File: src/rtl/systolic_skew_feeder.sv
// -----------------------------------------------------------------------------
// systolic_skew_feeder
//
// Wrapper stage for a 2x2 systolic array with registered PEs. It accepts one
// pair of 2x2 operand matrices A and B and drives them into the array with the
// diagonal skew the array needs. After the array pipeline drains, it captures
// the four accumulators and presents the product matrix C = A*B on a
// valid/ready result port. Only one job is in flight at a time.
//
// Parameters
//   DATA_W        operand element width (must match the array a/b width)
//   ACC_W         result element width, >= 2*DATA_W+1
//   DRAIN_CYCLES  cycles spent in DRAIN before capture, legal range 1..7
//
// Ports
//   clk, rst          rising-edge clock, synchronous active-high reset
//   in_valid/in_ready operand handshake; in_ready is high only in IDLE
//   a_mat, b_mat      {X11,X10,X01,X00}, element X00 in the LSBs
//   a1, a2, b1, b2    registered operand feeds to array rows / columns
//   initialize        registered accumulator clear, high on the first step
//   c1..c4            array accumulators c11, c12, c21, c22
//   res_valid/ready   result handshake
//   res_mat           {C22,C21,C12,C11}, C11 in the LSBs, stable while valid
//   busy              high in any state other than IDLE
// -----------------------------------------------------------------------------
module systolic_skew_feeder #(
  parameter int DATA_W       = 4,
  parameter int ACC_W        = 9,
  parameter int DRAIN_CYCLES = 1
) (
  input  logic                 clk,
  input  logic                 rst,
  // operand input port
  input  logic                 in_valid,
  output logic                 in_ready,
  input  logic [4*DATA_W-1:0]  a_mat,
  input  logic [4*DATA_W-1:0]  b_mat,
  // array-facing feeds
  output logic [DATA_W-1:0]    a1,
  output logic [DATA_W-1:0]    a2,
  output logic [DATA_W-1:0]    b1,
  output logic [DATA_W-1:0]    b2,
  output logic                 initialize,
  // array accumulators
  input  logic [ACC_W-1:0]     c1,
  input  logic [ACC_W-1:0]     c2,
  input  logic [ACC_W-1:0]     c3,
  input  logic [ACC_W-1:0]     c4,
  // result port
  output logic                 res_valid,
  input  logic                 res_ready,
  output logic [4*ACC_W-1:0]   res_mat,
  output logic                 busy
);

  typedef enum logic [1:0] {
    S_IDLE,
    S_FEED,
    S_DRAIN,
    S_RESULT
  } state_e;

  // One cycle's worth of array-facing values.
  typedef struct packed {
    logic [DATA_W-1:0] a1;
    logic [DATA_W-1:0] a2;
    logic [DATA_W-1:0] b1;
    logic [DATA_W-1:0] b2;
    logic              init;
  } feed_t;

  // The step counter is shared by FEED (k = 0..3) and DRAIN
  // (0..DRAIN_CYCLES-1); three bits cover both ranges.
  localparam logic [2:0] FEED_LAST  = 3'd3;
  localparam logic [2:0] DRAIN_LAST = 3'(DRAIN_CYCLES - 1);

  state_e              state_q, state_d;
  logic [2:0]          step_q, step_d;
  logic [4*DATA_W-1:0] a_op_q, a_op_d;
  logic [4*DATA_W-1:0] b_op_q, b_op_d;
  feed_t               feed_q, feed_d;
  logic                res_valid_q, res_valid_d;
  logic [4*ACC_W-1:0]  res_mat_q, res_mat_d;

  logic                accept;
  logic                capture;
  logic [4*DATA_W-1:0] a_src;
  logic [4*DATA_W-1:0] b_src;

  // Skew schedule. Row 2 / column 2 lag row 1 / column 1 by one step so that
  // matching A and B elements meet inside each PE on the same cycle; step 3
  // is an all-zero flush for the PE22 path.
  function automatic feed_t skew(input logic [1:0]          k,
                                 input logic [4*DATA_W-1:0] a,
                                 input logic [4*DATA_W-1:0] b);
    feed_t f;
    f = '0;
    case (k)
      2'd0: begin
        f.a1   = a[0*DATA_W +: DATA_W];   // A00
        f.b1   = b[0*DATA_W +: DATA_W];   // B00
        f.init = 1'b1;
      end
      2'd1: begin
        f.a1 = a[1*DATA_W +: DATA_W];     // A01
        f.b1 = b[2*DATA_W +: DATA_W];     // B10
        f.a2 = a[2*DATA_W +: DATA_W];     // A10
        f.b2 = b[1*DATA_W +: DATA_W];     // B01
      end
      2'd2: begin
        f.a2 = a[3*DATA_W +: DATA_W];     // A11
        f.b2 = b[3*DATA_W +: DATA_W];     // B11
      end
      default: f = '0;
    endcase
    return f;
  endfunction

  assign in_ready = (state_q == S_IDLE);
  assign busy     = (state_q != S_IDLE);
  assign accept   = in_valid && in_ready;
  assign capture  = (state_q == S_DRAIN) && (step_q == DRAIN_LAST);

  // ---------------------------------------------------------------------------
  // State register
  // ---------------------------------------------------------------------------
  // NOTE: sequential state is written with non-blocking assignments so every
  // register samples its inputs from before the edge, independent of the
  // order in which the simulator evaluates the always blocks.
  always_ff @(posedge clk) begin
    if (rst) begin
      state_q <= S_IDLE;
      step_q  <= '0;
    end else begin
      state_q <= state_d;
      step_q  <= step_d;
    end
  end

  // ---------------------------------------------------------------------------
  // Next-state logic
  // ---------------------------------------------------------------------------
  // NOTE: every signal driven from an always_comb gets a default at the top,
  // so no path through the case statement can leave it unassigned and infer
  // a latch.
  always_comb begin
    state_d = state_q;
    step_d  = step_q;
    case (state_q)
      S_IDLE: begin
        if (accept) begin
          state_d = S_FEED;
          step_d  = '0;
        end
      end
      S_FEED: begin
        if (step_q == FEED_LAST) begin
          state_d = S_DRAIN;
          step_d  = '0;
        end else begin
          step_d = step_q + 3'd1;
        end
      end
      S_DRAIN: begin
        if (capture) begin
          state_d = S_RESULT;
          step_d  = '0;
        end else begin
          step_d = step_q + 3'd1;
        end
      end
      S_RESULT: begin
        if (res_ready) begin
          state_d = S_IDLE;
        end
      end
      default: begin
        state_d = S_IDLE;
        step_d  = '0;
      end
    endcase
  end

  // ---------------------------------------------------------------------------
  // Output / datapath next values
  // ---------------------------------------------------------------------------
  // The array feeds are registered, so the value computed here is the one for
  // the step the FSM is about to enter. On the acceptance edge the operand
  // registers are still being loaded, so step 0 reads straight from the port.
  always_comb begin
    a_op_d      = a_op_q;
    b_op_d      = b_op_q;
    res_valid_d = res_valid_q;
    res_mat_d   = res_mat_q;

    if (accept) begin
      a_op_d = a_mat;
      b_op_d = b_mat;
    end

    a_src = accept ? a_mat : a_op_q;
    b_src = accept ? b_mat : b_op_q;

    if (state_d == S_FEED) begin
      feed_d = skew(step_d[1:0], a_src, b_src);
    end else begin
      feed_d = '0;
    end

    // By the last DRAIN cycle the PE22 sum has landed; the array only adds
    // zeros from here on, so c1..c4 are final.
    if (capture) begin
      res_mat_d   = {c4, c3, c2, c1};
      res_valid_d = 1'b1;
    end else if ((state_q == S_RESULT) && res_ready) begin
      res_valid_d = 1'b0;
    end
  end

  // ---------------------------------------------------------------------------
  // Datapath registers
  // ---------------------------------------------------------------------------
  always_ff @(posedge clk) begin
    if (rst) begin
      a_op_q      <= '0;
      b_op_q      <= '0;
      feed_q      <= '0;
      res_valid_q <= 1'b0;
      res_mat_q   <= '0;
    end else begin
      a_op_q      <= a_op_d;
      b_op_q      <= b_op_d;
      feed_q      <= feed_d;
      res_valid_q <= res_valid_d;
      res_mat_q   <= res_mat_d;
    end
  end

  assign a1         = feed_q.a1;
  assign a2         = feed_q.a2;
  assign b1         = feed_q.b1;
  assign b2         = feed_q.b2;
  assign initialize = feed_q.init;
  assign res_valid  = res_valid_q;
  assign res_mat    = res_mat_q;

endmodule

File: config.mk
export PLATFORM = sky130hd
export DESIGN_NAME = systolic_skew_feeder
export DESIGN_NICKNAME = d
export VERILOG_FILES = /design/src/rtl/systolic_skew_feeder.sv
export SDC_FILE = /design/constraint.sdc
export NUM_CORES = 1
export LEC_CHECK = 0
export BUFFER_PORTS_ARGS = -buffer_cell sky130_fd_sc_hd__buf_4
export CAP_MARGIN = 20
export CORE_MARGIN = 2
export CORE_UTILIZATION = 44
export CTS_CLUSTER_DIAMETER = 60
export CTS_CLUSTER_SIZE = 10
export DETAILED_ROUTE_END_ITERATION = 6
export PLACE_DENSITY = 0.76
export SYNTH_ARGS = -nofsm -noshare
export SYNTH_HDL_FRONTEND = slang
export SYNTH_SLANG_ARGS = --single-unit
File: constraint.sdc
create_clock -name clk -period 2 [get_ports clk]
set_input_delay 0.2 -clock clk [delete_from_list [all_inputs] [get_ports clk]]
set_output_delay 0.2 -clock clk [all_outputs]
set_load 0.01 [all_outputs]
==> flow_summary.ini <==
[detailed_routing]
num_vias = 2897
wl_met3_um = 423
drtPass1Iterations = 4
drt-met1-wl_um = 3350
via_per_inst = 4.78
wl_met2_um = 4040
wirelength_um = 7960
top_layer_used = met4
wire_per_inst_um = 13.1
drc_errors = 0
drt_iter0_markers = 108
ant_nets = 0

[critical_path]
r2r-end = a1[2]$_SDFF_PP0_
rr_worst_depth = 9
critical_path_class = reg -> reg
critPathArrivalTime_ps = 2080
crit_start = step_q[1]$_SDFF_PP0_
rrSetupSlack_ps = 130
endpoint = a1[2]$_SDFF_PP0_
crit_fanout = 6
regToRegStartpoint = step_q[1]$_SDFF_PP0_
end_kind = flip-flop
startpoint_type = flip-flop
worst_ep_required_time_ps = 2210

[timing]
worst_slew_pin_slew_ps = 751
post-route-min-period_ps = 1870
fin_skew_ps = 10.2
drv_slew = 0
hold_viol_final = 0
rsz0062_at_grt = no
period_share_pct = 93.4
setup_viol = 0
fin_hold_ws_ps = 86.2
max_freq_mhz = 535
slew_headroom_pct = 49.6

[worst_hold_path]
hold_class = in -> reg

[clock_network]
cts_max_level = 3
ctsHoldBuffers = 0
clk_latency_ps = 350
root_buffer = clkbuf_8
cts_buffers = 9
cts_tree = done
cts.sinks = 91
cts_setup_buffers = 0
cts_buffer_depth = 2
path_clk_slew_ps = 90

[global_routing]
grt_use_total_pct = 18.7
grt_max_degree = 49
antenna_found_initial = 0
grt_pass1_wl_um = 12800
grt_overflow = 0
grt_pass1_vias = 2760

[synthesis]
synth_seq_area_share_pct = 53.4
synth_seq_cells = 91
synth_edf_count = 0
synthTopCellsByArea = dfxtp_1 53%, mux2i_1 8.5%, nand2_1 8.3%, a21oi_1 5.7%, nor2_1 4.5%
synth.largest_area_cell = dfxtp_1
yosys_most_used_dff = dfxtp_1
synth_cell_types = 29
synth_commonest_cells = 91 x dfxtp_1, 75 x nand2_1, 41 x nor2_1
syn_area_per_cell_um2 = 9.20
syn-instance-count = 371
synth_top_area_share_pct = 53.4
syn-num-nets = 451
synth.most_common_cell = dfxtp_1
netlist_area_um2 = 3410
synthArstFlopShare_pct = 0
yosysWarnings = 0

[floorplan]
ios = 128
start_util_pct = 44.9
row_count = 32
die_y_um = 92.1
die_w_um = 92.1
dieArea_um2 = 8480
coreArea_um2 = 7610

[pwr]
power_leakage_nw = 2.05
power_density_nw_per_um2 = 757
max-vdd-ir-drop_uv = 468

[place]
port-buffer-count = 127
routabilityCongestion = 0.792
hpwlAfterDp_um = 5620

[finish]
diodes = 0
final_nets = 579
drive_above_1_share_pct = 34.3
final_util_pct = 62.7
areaGrowthSynthToFinish_pct = 39.7

[run]
drv_cap = 0

[status]
status = finished clean
## cells by family after synthesis
logic type / Yosys count / synth area share (%)
buf+inv: 33 / 4.77
fa+ha+maj: 8 / 2.93
flops: 91 / 53.4
simple gates: 141 / 17.9
mux: 34 / 10.2
compound gates: 64 / 10.9
## critical path: stages (launching register included)
cell	delay [ps]
dfxtp_4	360
ha_1	180
ha_1	220
o22ai_1	80
mux2i_1	180
inv_1	100
ha_2	240
inv_2	120
o22ai_1	90
nor3b_2	150
## registers in the layout (all words and copies together) (netlist names)
register,cells
res_mat,36
a_op_q,16
step_q,3
initialize,1
a2,4
state_q,2
b2,4
res_valid,1
b1,4
b_op_q,16
a1,4
## report_power, final
group	internal (W)	total, W	switching [W]	leakage [nW]
clock	0.000650	0.00126	0.000608	0.0998
combinational	0.000248	0.000463	0.000215	1.21
sequential	0.00187	0.00189	0.0000187	0.741
total	0.00277	0.00361	0.000841	2.05
## routing by layer
layer	vias up	global-route usage, %
met5	-	0
met4	0	6.72
met3	15	4.85
met2	74	32.5
met1	1331	22.3
li1	1477	-
## timing repair
| action | 4_1_cts | 5_1_grt |
|---|---|---|
| gates resized for setup | 4 | 15 |
| pin swaps | 0 | 2 |
| setup endpoints to repair | 13 | 16 |
## layout by cell type, fill, tap and decap left out, drive strengths merged, types with 8 or more instances in the layout
cell type	instances
buf	137
dfxtp	91
nand2	75
nor2	41
a21oi	39
mux2i	29
inv	13
clkbuf	13
nor2b	11
ha	8
## per-stage QoR
stage	worst slack, ps	setup TNS (ps)	total power [W]	instances	cell area [um^2]
6_report	131	0	0.00361	606	4770
5_1_grt	13.3	0	0.00378	606	4770
4_1_cts	4.32	0	0.00363	606	4700
3_5_place_dp	-66.2	-326	0.00237	590	4480
3_3_place_gp	60.2	0	0.00236	590	4480
2_1_floorplan	38.9	0	0.00217	371	3420
## cell type report
type / count / area [um^2]
fill: 661 / 2840
inverter: 13 / 48.8
timing repair buffer: 137 / 1050
tap: 102 / 128
clock buffer: 13 / 159
clock inverter: 3 / 46.3
multi-input combinational: 247 / 1510
sequential: 91 / 1830
## worst min path at each step
stage / cells after the start / end / start / slack, ps
2_1_floorplan: 2 / res_mat[0]$_SDFFE_PP0P_ / c1[0] / 340
3_3_place_gp: 2 / res_mat[30]$_SDFFE_PP0P_ / res_mat[30]$_SDFFE_PP0P_ / 440
3_5_place_dp: 2 / res_mat[6]$_SDFFE_PP0P_ / res_mat[6]$_SDFFE_PP0P_ / 450
4_1_cts: 3 / res_mat[3]$_SDFFE_PP0P_ / c1[3] / 80
5_1_grt: 3 / res_mat[24]$_SDFFE_PP0P_ / c3[6] / 70
6_report: 3 / res_mat[7]$_SDFFE_PP0P_ / c1[7] / 90
No activity file was read; power rests on OpenSTA's default activity.
